===== src/rtl/rally_ctrl_pkg.sv =====
// Shared game definitions for the rally controller: FSM encoding, player ids,
// court geometry and small score/position helpers.
package rally_ctrl_pkg;

    typedef enum logic [1:0] {
        SERVE = 2'd0,
        RALLY = 2'd1,
        POINT = 2'd2,
        OVER  = 2'd3
    } rally_state_e;

    localparam logic PLAYER1 = 1'b0;
    localparam logic PLAYER2 = 1'b1;

    localparam int unsigned NET_X     = 512;
    localparam int unsigned BALL_HALF = 32;

    localparam int unsigned POSX_W   = 12;
    localparam int unsigned CENTER_W = 13;
    localparam int unsigned SCORE_W  = 4;

    localparam logic [SCORE_W-1:0] SCORE_MAX = SCORE_W'(15);

    // Score increment that holds at the 4-bit ceiling.
    function automatic logic [SCORE_W-1:0] score_inc(input logic [SCORE_W-1:0] s);
        return (s == SCORE_MAX) ? s : s + SCORE_W'(1);
    endfunction

    // Ball landing on the left half of the court is a point for PLAYER2.
    function automatic logic ground_winner(input logic [POSX_W-1:0] posx);
        logic [CENTER_W-1:0] center;
        center = CENTER_W'(posx) + CENTER_W'(BALL_HALF);
        return (center < CENTER_W'(NET_X)) ? PLAYER2 : PLAYER1;
    endfunction

endpackage


===== src/rtl/rally_ctrl_cycle_timer.sv =====
// Loadable down-counter that saturates at zero; done_c is high while the count is zero.
module cycle_timer #(
    parameter int unsigned WIDTH = 8
) (
    input  logic             clk,
    input  logic             rst,
    input  logic             clear,
    input  logic             load,
    input  logic [WIDTH-1:0] load_val,
    output logic             done_c
);

    logic [WIDTH-1:0] count;

    always_ff @(posedge clk or negedge rst) begin
        if (!rst) begin
            count <= '0;
        end else if (clear) begin
            count <= '0;
        end else if (load) begin
            count <= load_val;
        end else if (count != '0) begin
            count <= count - WIDTH'(1);
        end
    end

    assign done_c = (count == '0);

endmodule


===== src/rtl/rally_ctrl.sv =====
// Volleyball rally referee: counts touches per side, scores ground contacts and
// touch-limit faults, holds after each point and detects the end of the match.
module rally_ctrl
    import rally_ctrl_pkg::*;
#(
    parameter int unsigned MAX_TOUCH  = 3,
    parameter int unsigned GHOST_CYC  = 16_250_000,
    parameter int unsigned POINT_HOLD = 162_500_000,
    parameter int unsigned WIN_SCORE  = 15
) (
    input  logic               clk,
    input  logic               rst,
    input  logic               pl1_col,
    input  logic               pl2_col,
    input  logic               gnd_col,
    input  logic [POSX_W-1:0]  ball_posx,
    input  logic               new_game,
    output logic               ovr_touch,
    output logic               last_touch,
    output logic [SCORE_W-1:0] pl1_score,
    output logic [SCORE_W-1:0] pl2_score,
    output logic [1:0]         rally_state,
    output logic               game_over,
    output logic               winner
);

    localparam int unsigned GHOST_W = $clog2(GHOST_CYC + 2);
    localparam int unsigned HOLD_W  = $clog2(POINT_HOLD + 2);
    localparam int unsigned CNT_W   = $clog2(MAX_TOUCH + 2);

    localparam logic [GHOST_W-1:0] GHOST_LOAD = GHOST_W'(GHOST_CYC);
    localparam logic [HOLD_W-1:0]  HOLD_LOAD  = HOLD_W'(POINT_HOLD - 1);
    localparam logic [CNT_W-1:0]   CNT_MAX    = CNT_W'(MAX_TOUCH);
    localparam logic [SCORE_W-1:0] WIN_VAL    = SCORE_W'(WIN_SCORE);

    rally_state_e state_q, state_d;

    logic pl1_q, pl2_q, gnd_q;
    logic pl1_rise_c, pl2_rise_c, gnd_rise_c;
    logic ghost_done_c, hold_done_c;
    logic touch_ok_c, toucher_c, touch_fault_c, game_won_c;

    logic [CNT_W-1:0]   pl1_cnt_q, pl2_cnt_q, pl1_cnt_d, pl2_cnt_d;
    logic [SCORE_W-1:0] pl1_score_d, pl2_score_d;
    logic               last_touch_d, ovr_touch_d, game_over_d, winner_d;
    logic               ghost_load_c, hold_load_c, timer_clear_c;
    logic               award_c, award_to_c;

    assign pl1_rise_c = pl1_col & ~pl1_q;
    assign pl2_rise_c = pl2_col & ~pl2_q;
    assign gnd_rise_c = gnd_col & ~gnd_q;

    // A touch only counts outside the ghost window; pl1 wins a simultaneous rise.
    assign touch_ok_c    = ghost_done_c & (pl1_rise_c | pl2_rise_c);
    assign toucher_c     = pl1_rise_c ? PLAYER1 : PLAYER2;
    assign touch_fault_c = (toucher_c == PLAYER1) ? (pl1_cnt_q == CNT_MAX)
                                                  : (pl2_cnt_q == CNT_MAX);
    assign game_won_c    = (pl1_score == WIN_VAL) || (pl2_score == WIN_VAL);

    cycle_timer #(.WIDTH(GHOST_W)) u_ghost (
        .clk      (clk),
        .rst      (rst),
        .clear    (timer_clear_c),
        .load     (ghost_load_c),
        .load_val (GHOST_LOAD),
        .done_c   (ghost_done_c)
    );

    cycle_timer #(.WIDTH(HOLD_W)) u_hold (
        .clk      (clk),
        .rst      (rst),
        .clear    (timer_clear_c),
        .load     (hold_load_c),
        .load_val (HOLD_LOAD),
        .done_c   (hold_done_c)
    );

    always_ff @(posedge clk or negedge rst) begin
        if (!rst) begin
            state_q <= SERVE;
        end else begin
            state_q <= state_d;
        end
    end

    always_comb begin
        state_d = state_q;
        if (new_game) begin
            state_d = SERVE;
        end else begin
            case (state_q)
                SERVE: if (touch_ok_c) state_d = RALLY;
                RALLY: if (gnd_rise_c || (touch_ok_c && touch_fault_c)) state_d = POINT;
                POINT: if (hold_done_c) state_d = game_won_c ? OVER : SERVE;
                OVER:  state_d = OVER;
                default: state_d = SERVE;
            endcase
        end
    end

    // Next values of the touch counters, scores and registered outputs.
    always_comb begin
        pl1_cnt_d     = pl1_cnt_q;
        pl2_cnt_d     = pl2_cnt_q;
        pl1_score_d   = pl1_score;
        pl2_score_d   = pl2_score;
        last_touch_d  = last_touch;
        ovr_touch_d   = 1'b0;
        ghost_load_c  = 1'b0;
        hold_load_c   = 1'b0;
        timer_clear_c = 1'b0;
        award_c       = 1'b0;
        award_to_c    = PLAYER1;

        if (new_game) begin
            pl1_cnt_d     = '0;
            pl2_cnt_d     = '0;
            pl1_score_d   = '0;
            pl2_score_d   = '0;
            last_touch_d  = PLAYER1;
            timer_clear_c = 1'b1;
        end else begin
            case (state_q)
                SERVE: begin
                    if (touch_ok_c) begin
                        ghost_load_c = 1'b1;
                        pl1_cnt_d    = (toucher_c == PLAYER1) ? CNT_W'(1) : '0;
                        pl2_cnt_d    = (toucher_c == PLAYER2) ? CNT_W'(1) : '0;
                    end
                end
                RALLY: begin
                    if (gnd_rise_c) begin
                        award_c    = 1'b1;
                        award_to_c = ground_winner(ball_posx);
                    end else if (touch_ok_c) begin
                        ghost_load_c = 1'b1;
                        if (touch_fault_c) begin
                            ovr_touch_d = 1'b1;
                            award_c     = 1'b1;
                            award_to_c  = ~toucher_c;
                        end else if (toucher_c == PLAYER1) begin
                            pl1_cnt_d = pl1_cnt_q + CNT_W'(1);
                            pl2_cnt_d = '0;
                        end else begin
                            pl2_cnt_d = pl2_cnt_q + CNT_W'(1);
                            pl1_cnt_d = '0;
                        end
                    end
                end
                POINT: begin
                    if (hold_done_c && !game_won_c) begin
                        pl1_cnt_d = '0;
                        pl2_cnt_d = '0;
                    end
                end
                default: ;
            endcase
        end

        if (award_c) begin
            hold_load_c  = 1'b1;
            last_touch_d = award_to_c;
            if (award_to_c == PLAYER1) begin
                pl1_score_d = score_inc(pl1_score);
            end else begin
                pl2_score_d = score_inc(pl2_score);
            end
        end

        game_over_d = (state_d == OVER);
        winner_d    = (state_d == OVER) ? last_touch_d : PLAYER1;
    end

    always_ff @(posedge clk or negedge rst) begin
        if (!rst) begin
            pl1_q      <= 1'b0;
            pl2_q      <= 1'b0;
            gnd_q      <= 1'b0;
            pl1_cnt_q  <= '0;
            pl2_cnt_q  <= '0;
            pl1_score  <= '0;
            pl2_score  <= '0;
            last_touch <= PLAYER1;
            ovr_touch  <= 1'b0;
            game_over  <= 1'b0;
            winner     <= PLAYER1;
        end else begin
            pl1_q      <= pl1_col;
            pl2_q      <= pl2_col;
            gnd_q      <= gnd_col;
            pl1_cnt_q  <= pl1_cnt_d;
            pl2_cnt_q  <= pl2_cnt_d;
            pl1_score  <= pl1_score_d;
            pl2_score  <= pl2_score_d;
            last_touch <= last_touch_d;
            ovr_touch  <= ovr_touch_d;
            game_over  <= game_over_d;
            winner     <= winner_d;
        end
    end

    assign rally_state = state_q;

endmodule


===== config.mk =====
export PLATFORM = sky130hd
export DESIGN_NAME = rally_ctrl
export DESIGN_NICKNAME = d
export VERILOG_FILES = /design/src/rtl/rally_ctrl_pkg.sv /design/src/rtl/rally_ctrl_cycle_timer.sv /design/src/rtl/rally_ctrl.sv
export SDC_FILE = /design/constraint.sdc
export NUM_CORES = 1
export LEC_CHECK = 0
export BUFFER_PORTS_ARGS = -buffer_cell sky130_fd_sc_hd__buf_2
export CELL_PAD_IN_SITES_DETAIL_PLACEMENT = 2
export CELL_PAD_IN_SITES_GLOBAL_PLACEMENT = 2
export CORE_ASPECT_RATIO = 1.4
export CORE_UTILIZATION = 41
export DETAILED_ROUTE_END_ITERATION = 7
export PLACE_DENSITY_LB_ADDON = 0.1
export SETUP_SLACK_MARGIN = 0.05
export SYNTH_ARGS = -nofsm -noshare
export SYNTH_HDL_FRONTEND = slang
export SYNTH_SLANG_ARGS = --single-unit

===== constraint.sdc =====
create_clock -name clk -period 6.37 [get_ports clk]
set_input_delay 0.637 -clock clk [delete_from_list [all_inputs] [get_ports clk]]
set_output_delay 0.637 -clock clk [all_outputs]
set_load 0.01 [all_outputs]

After elaboration in Yosys (flattened, before gate mapping). Index checks and enable logic that the tools add are counted.

Bits in registers: 75. Bits in read-only memories: 0. Latch bits: 0. Memories kept: 0. Bits of input ports: 18. Memory bits (writable): 0. Word-level logic and storage cells: 120.

Muxes and demuxes: 61. Add/sub/neg operators: 7. $lt $le $gt $ge: 1. Reduce and logical (&&, ||, !) cells: 14. Multiply operators: 0. Equality and inequality tests: 15. Shift operators: 0. Divide/modulo/power cells: 0. Bitwise gates (word level): 8.

Operator list (count): 2-to-1 mux 28 bit (3); 2-to-1 mux 24 bit (3); 2-to-1 mux 3 bit (13); 2-to-1 mux 4 bit (8); logical NOT 28 bit (1); nonzero test 28 bit (1); subtractor 28 x 1 -> 28 bit, second input constant (1); 2-to-1 mux 1 bit (25); logical NOT 24 bit (1); nonzero test 24 bit (1); subtractor 24 x 1 -> 24 bit, second input constant (1); != test 3 bit, second input constant (7); one-hot mux 3 bit (3 select lines) (2); adder 12 x 6 -> 13 bit, second input constant (1); less-than comparator 13 x 10 -> 1 bit, second input constant (1); 2-to-1 mux 2 bit (5); adder 4 x 1 -> 4 bit, second input constant (2); == test 4 bit, second input constant (2); one-hot mux 2 bit (4 select lines) (1); adder 3 x 1 -> 3 bit, second input constant (2); == test 2 bit, second input constant (3); == test 3 x 2 -> 1 bit, second input constant (2); AND reduction 6 bit (1); nonzero test 3 bit (2); other kinds (10) (17).

Depth between registers and ports, before layout.
Word-level depth: 11. Mapped depth: 9. Gate-level depth less buffers: 8.

Modules after synthesis. A second synthesis with hierarchy kept.

Cell total of the unflattened synthesis: 507. Area, all modules: 4619.4 µm².

Modules (own cells, without submodules): cycle_timer at u_hold (times used 1, area each 1674.1 µm², cells each 187); rally_ctrl (times used 1, area each 1507.7 µm², cells each 158); cycle_timer at u_ghost (times used 1, area each 1437.6 µm², cells each 162).

Worst setup path after synthesis. OpenSTA, ideal clock, no wires.

Kind: flip-flop to flip-flop. Start point: register u_hold.count[0]. End point: register winner. Data arrival time: 2.651 ns. Path slack: 3.652 ns. Required time: 6.303 ns. Clock period less this slack: 2.718 ns. Stages on the path, launching flop included: 9. Path through: dfrtp_1 -> inv_1 -> ha_1 -> or4b_2 -> or4_4 -> or4b_4 -> a311oi_2 -> o21a_2 -> and3_1.

Longest elaborated chain between the ends: 6.

Ends and longest elaborated chain: start: declaration (RTL line rally_ctrl_cycle_timer.sv:13) `logic [WIDTH-1:0] count;`; start signal: assignment (RTL line rally_ctrl_cycle_timer.sv:21) `count <= load_val;`; start signal: assignment (RTL line rally_ctrl_cycle_timer.sv:23) `count <= count - WIDTH'(1);`; logical NOT 28 bit (RTL line rally_ctrl_cycle_timer.sv:27) `assign done_c = (count == '0);`; 2-to-1 mux 2 bit (RTL line rally_ctrl.sv:94) `POINT: if (hold_done_c) state_d = game_won_c ? OVER : SERVE;`; one-hot mux 2 bit (4 select lines) (RTL line rally_ctrl.sv:91) `case (state_q)`; 2-to-1 mux 2 bit (RTL line rally_ctrl.sv:88) `if (new_game) begin`; named net state_d[0] (RTL line rally_ctrl.sv:36) `rally_state_e state_q, state_d;`; == test 2 bit (RTL line rally_ctrl.sv:171) `winner_d = (state_d == OVER) ? last_touch_d : PLAYER1;`; 2-to-1 mux 1 bit (RTL line rally_ctrl.sv:171); named net winner_d (RTL line rally_ctrl.sv:45) `logic last_touch_d, ovr_touch_d, game_over_d, winner_d;`; end signal: assignment (RTL line rally_ctrl.sv:198) `winner <= winner_d;`; end: declaration (RTL line rally_ctrl.sv:24) `output logic winner`.

The timed path passes the listed nets, and every way through them passes these cells. A chain may end at the register's enable or synchronous reset.

Worst setup path in the final report.
Start point: register u_hold.count[0]. End point: register pl2_cnt_q[1].

Longest elaborated chain between the ends: 4.

Ends and longest elaborated chain: logical NOT 28 bit (RTL line rally_ctrl_cycle_timer.sv:27); logical AND 1 bit (RTL line rally_ctrl.sv:151) `if (hold_done_c && !game_won_c) begin`; != test 3 bit (no source line); AND reduction 6 bit (no source line); end signal: assignment (RTL line rally_ctrl.sv:192) `pl2_cnt_q <= pl2_cnt_d;`; end: declaration (RTL line rally_ctrl.sv:43) `logic [CNT_W-1:0] pl1_cnt_q, pl2_cnt_q, pl1_cnt_d, pl2_cnt_d;`.

No other way between the ends.

==> flow_summary.ini <==
[outcome]
status = complete, no violations

[detailed_routing]
first_pass_iters = 4
ant_nets = 0
drt_iter0_drc = 157
vias_per_cell = 5.987
drc = 0
vias = 3700
routed_wirelength_mm = 13.00
avgRoutedWirePerCell_um = 21.04

[global_route]
grt_pass1_wl_mm = 21.25
grt_overflow = 0
groute.usage.overall_pct = 25.87
grt_pass1_vias = 4119
grt_max_degree = 76
grt_antenna_before_repair = 0

[floorplanning]
die_w_um = 88.23
rows = 43
initial_core_util_pct = 42.65
dieArea_um2 = 10830
die_y_um = 122.7
coreArea_um2 = 10010
pin_count = 32

[clocking]
cts_num_sinks = 75
clk_pin_slew_worst_paths_ns = 0.06
cts.path.max_buffers = 2
cts_hold_buf = 0
cts_buffers = 9
h-tree-depth = 3
post_cts.repair.setup_buffers = 0
cts_resized = 0
cts_root_buf = clkbuf_16
cts_tree = built
clock_latency_ns = 0.34

[setup_path]
reg2reg_slack_ns = 3.01
crit_path_end = pl2_cnt_q[1]$_DFFE_PN0P_
cp_max_fo = 5
crit_type = reg2reg
crit_required_ns = 6.57
cp_common_cell = o21ai_0
path_cells = inv_1 -> ha_1 -> or4b_2 -> or4_4 -> o41ai_1 -> o21ai_0 -> o211ai_1 -> o21ai_0
r2r-end = pl2_cnt_q[1]$_DFFE_PN0P_
slowest_delay_ns = 0.59
crit_slowest_cell = o41ai_1
path_depth = 8
cp_top_family = compound AO/OA/AOI/OAI gates
worstRegToRegCells = 8
critical_path.startpoint = u_hold.count[0]$_DFFE_PN0P_
critPathBufInv = 1
start_kind = flop
r2r_start = u_hold.count[0]$_DFFE_PN0P_
cp.arrival_ns = 3.57
critPathCaptureType = flop

[pwr]
ir_worst_vdd_mv = 0.2693
p_leak_nw = 2.077
p_per_area_nw_per_um2 = 525.1

[finish]
antennaDiodeCount = 0
area_growth_syn_to_layout_pct = 12.69
fin_util_pct = 48.06
final_nets = 509
drive_gt1_share_pct = 13.66

[synthesis]
ys_ff_latch = 75
synthCells = 456
yosys_warnings = 0
synthArstFlopShare_pct = 100.0
avgSynthCellArea_um2 = 9.359
yosys.area.top_type = dfrtp_1
ys_seq_area_share_pct = 43.98
ys_types = 62
syn-cell-area_um2 = 4268
yosys.area.top_type_share_pct = 43.98
synth_top_cells_by_area = dfrtp_1 (44%), xnor2_1 (5.1%), a21oi_1 (4.3%), nor2_1 (4.0%), ha_1 (3.5%)
yosys-top-cells-count = dfrtp_1 (75), nor2_1 (45), a21oi_1 (37)
synth_most_common_cell = dfrtp_1
synthFlopType = dfrtp_1
synth_edf_count = 0
syn-num-nets = 486

[timing]
final.setup.worst_slack_ns = 3.008
maxSlewHeadroom_pct = 18.74
drv_slew = 0
setup_tns_ns = 0
period_share_pct = 52.78
setup_violations = 0
fin_skew_ns = 0.007453
worstMarginPinSlew_ns = 1.209
min_period_ns = 3.362
max_freq_mhz = 297.4
hold_ws_ns = 0.4250
rsz0062_at_grt = false
final-hold-violation-count = 0

[placement]
dpl.hpwl_mm = 8.978
routabilityCongestion = 0.7917
dp_slack_ns = 3.044
io_buffers = 26

[run]
drv_cap = 0

[worst_hold_path]
holdCritPathClass = in2reg
-- cell families (layout without fill, tap and decap cells) --
family          count (synthesis)  after routing  synth area share (%)
xor+xnor                       31             31                 6.362
fa+ha+maj                      12             12                 3.518
compound gates                110            110                 16.89
simple gates                  190            190                 24.63
mux                             7              7                 1.788
flops                          75             75                 43.98
buf+inv                        31             58                 2.843
-- placed cells by master (no fill, tap or decap), types with 6 or more instances in the layout --
cell       synthesis  final
a211oi_1           7      7
nor4_1            18     17
nor3_1            19     19
nand2_1           24     24
a21oi_1           37     37
or4_1              8      8
or3_1             16     16
dfrtp_1           75     75
ha_1              12     12
clkbuf_16          0      9
xor2_1             6      6
o21ai_0           22     22
buf_2              3     25
inv_1             15     15
nand3b_1           7      7
xnor2_1           25     25
nor2b_1            6      6
or2_2              6      6
nor2_1            45     45
nand3_1           12     12
-- cell type report --
type | instances | area, µm²
clock buffer | 12 | 236.5
tap | 135 | 168.9
clock inverter | 3 | 40.04
sequential | 75 | 1877
inverter | 15 | 56.30
timing repair buffer | 28 | 147.6
fill | 1112 | 5197
multi-input combinational | 350 | 2283
-- power breakdown --
part,switching (W),internal (W),total [W]
sequential,0.000162,0.000622,0.000784
combinational,0.000758,0.000486,0.00124
clock,0.000197,0.000300,0.000497
-- worst reg2reg max path, cell delays in order (launching register included) --
cell and delay (ns):
dfrtp_1 0.39, inv_1 0.12, ha_1 0.17, or4b_2 0.58
or4_4 0.46, o41ai_1 0.59, o21ai_0 0.47, o211ai_1 0.33
o21ai_0 0.12
-- flip-flops by register name, indices dropped and copies added, names as in the netlist --
register	count
ovr_touch	1
last_touch	1
u_hold.count	28
pl2_score	4
rally_state	2
winner	1
u_ghost.count	24
pl1_q	1
pl2_cnt_q	3
pl1_score	4
pl2_q	1
gnd_q	1
game_over	1
pl1_cnt_q	3
-- per-stage QoR --
| step | total power (W) | instances | area [µm²] |
|---|---|---|---|
| floorplan | 0.001701 | 456 | 4268 |
| global placement | 0.001949 | 603 | 4533 |
| detailed placement | 0.002018 | 603 | 4533 |
| CTS | 0.002545 | 618 | 4810 |
| global route | 0.002710 | 618 | 4810 |
| finish | 0.002526 | 618 | 4810 |
-- routing by layer --
metal	global-route usage, %	up-vias	part of all wire, %
met5	0	-	0
met4	8.669	0	1.7
met3	3.564	15	2.0
met2	48.03	46	55
met1	29.84	1906	41
li1	-	1733	-
-- worst min path at each step --
stage,startpoint,endpoint,cells after the start
finish,pl2_col,pl2_q$_DFF_PN0_,1
global route,pl2_col,pl2_q$_DFF_PN0_,1
CTS,pl2_col,pl2_q$_DFF_PN0_,1
detailed placement,u_hold.count[17]$_DFFE_PN0P_,u_hold.count[17]$_DFFE_PN0P_,1
global placement,u_hold.count[17]$_DFFE_PN0P_,u_hold.count[17]$_DFFE_PN0P_,1
floorplan,rst,game_over$_DFF_PN0_,0
(Power assumes the default switching activity.)
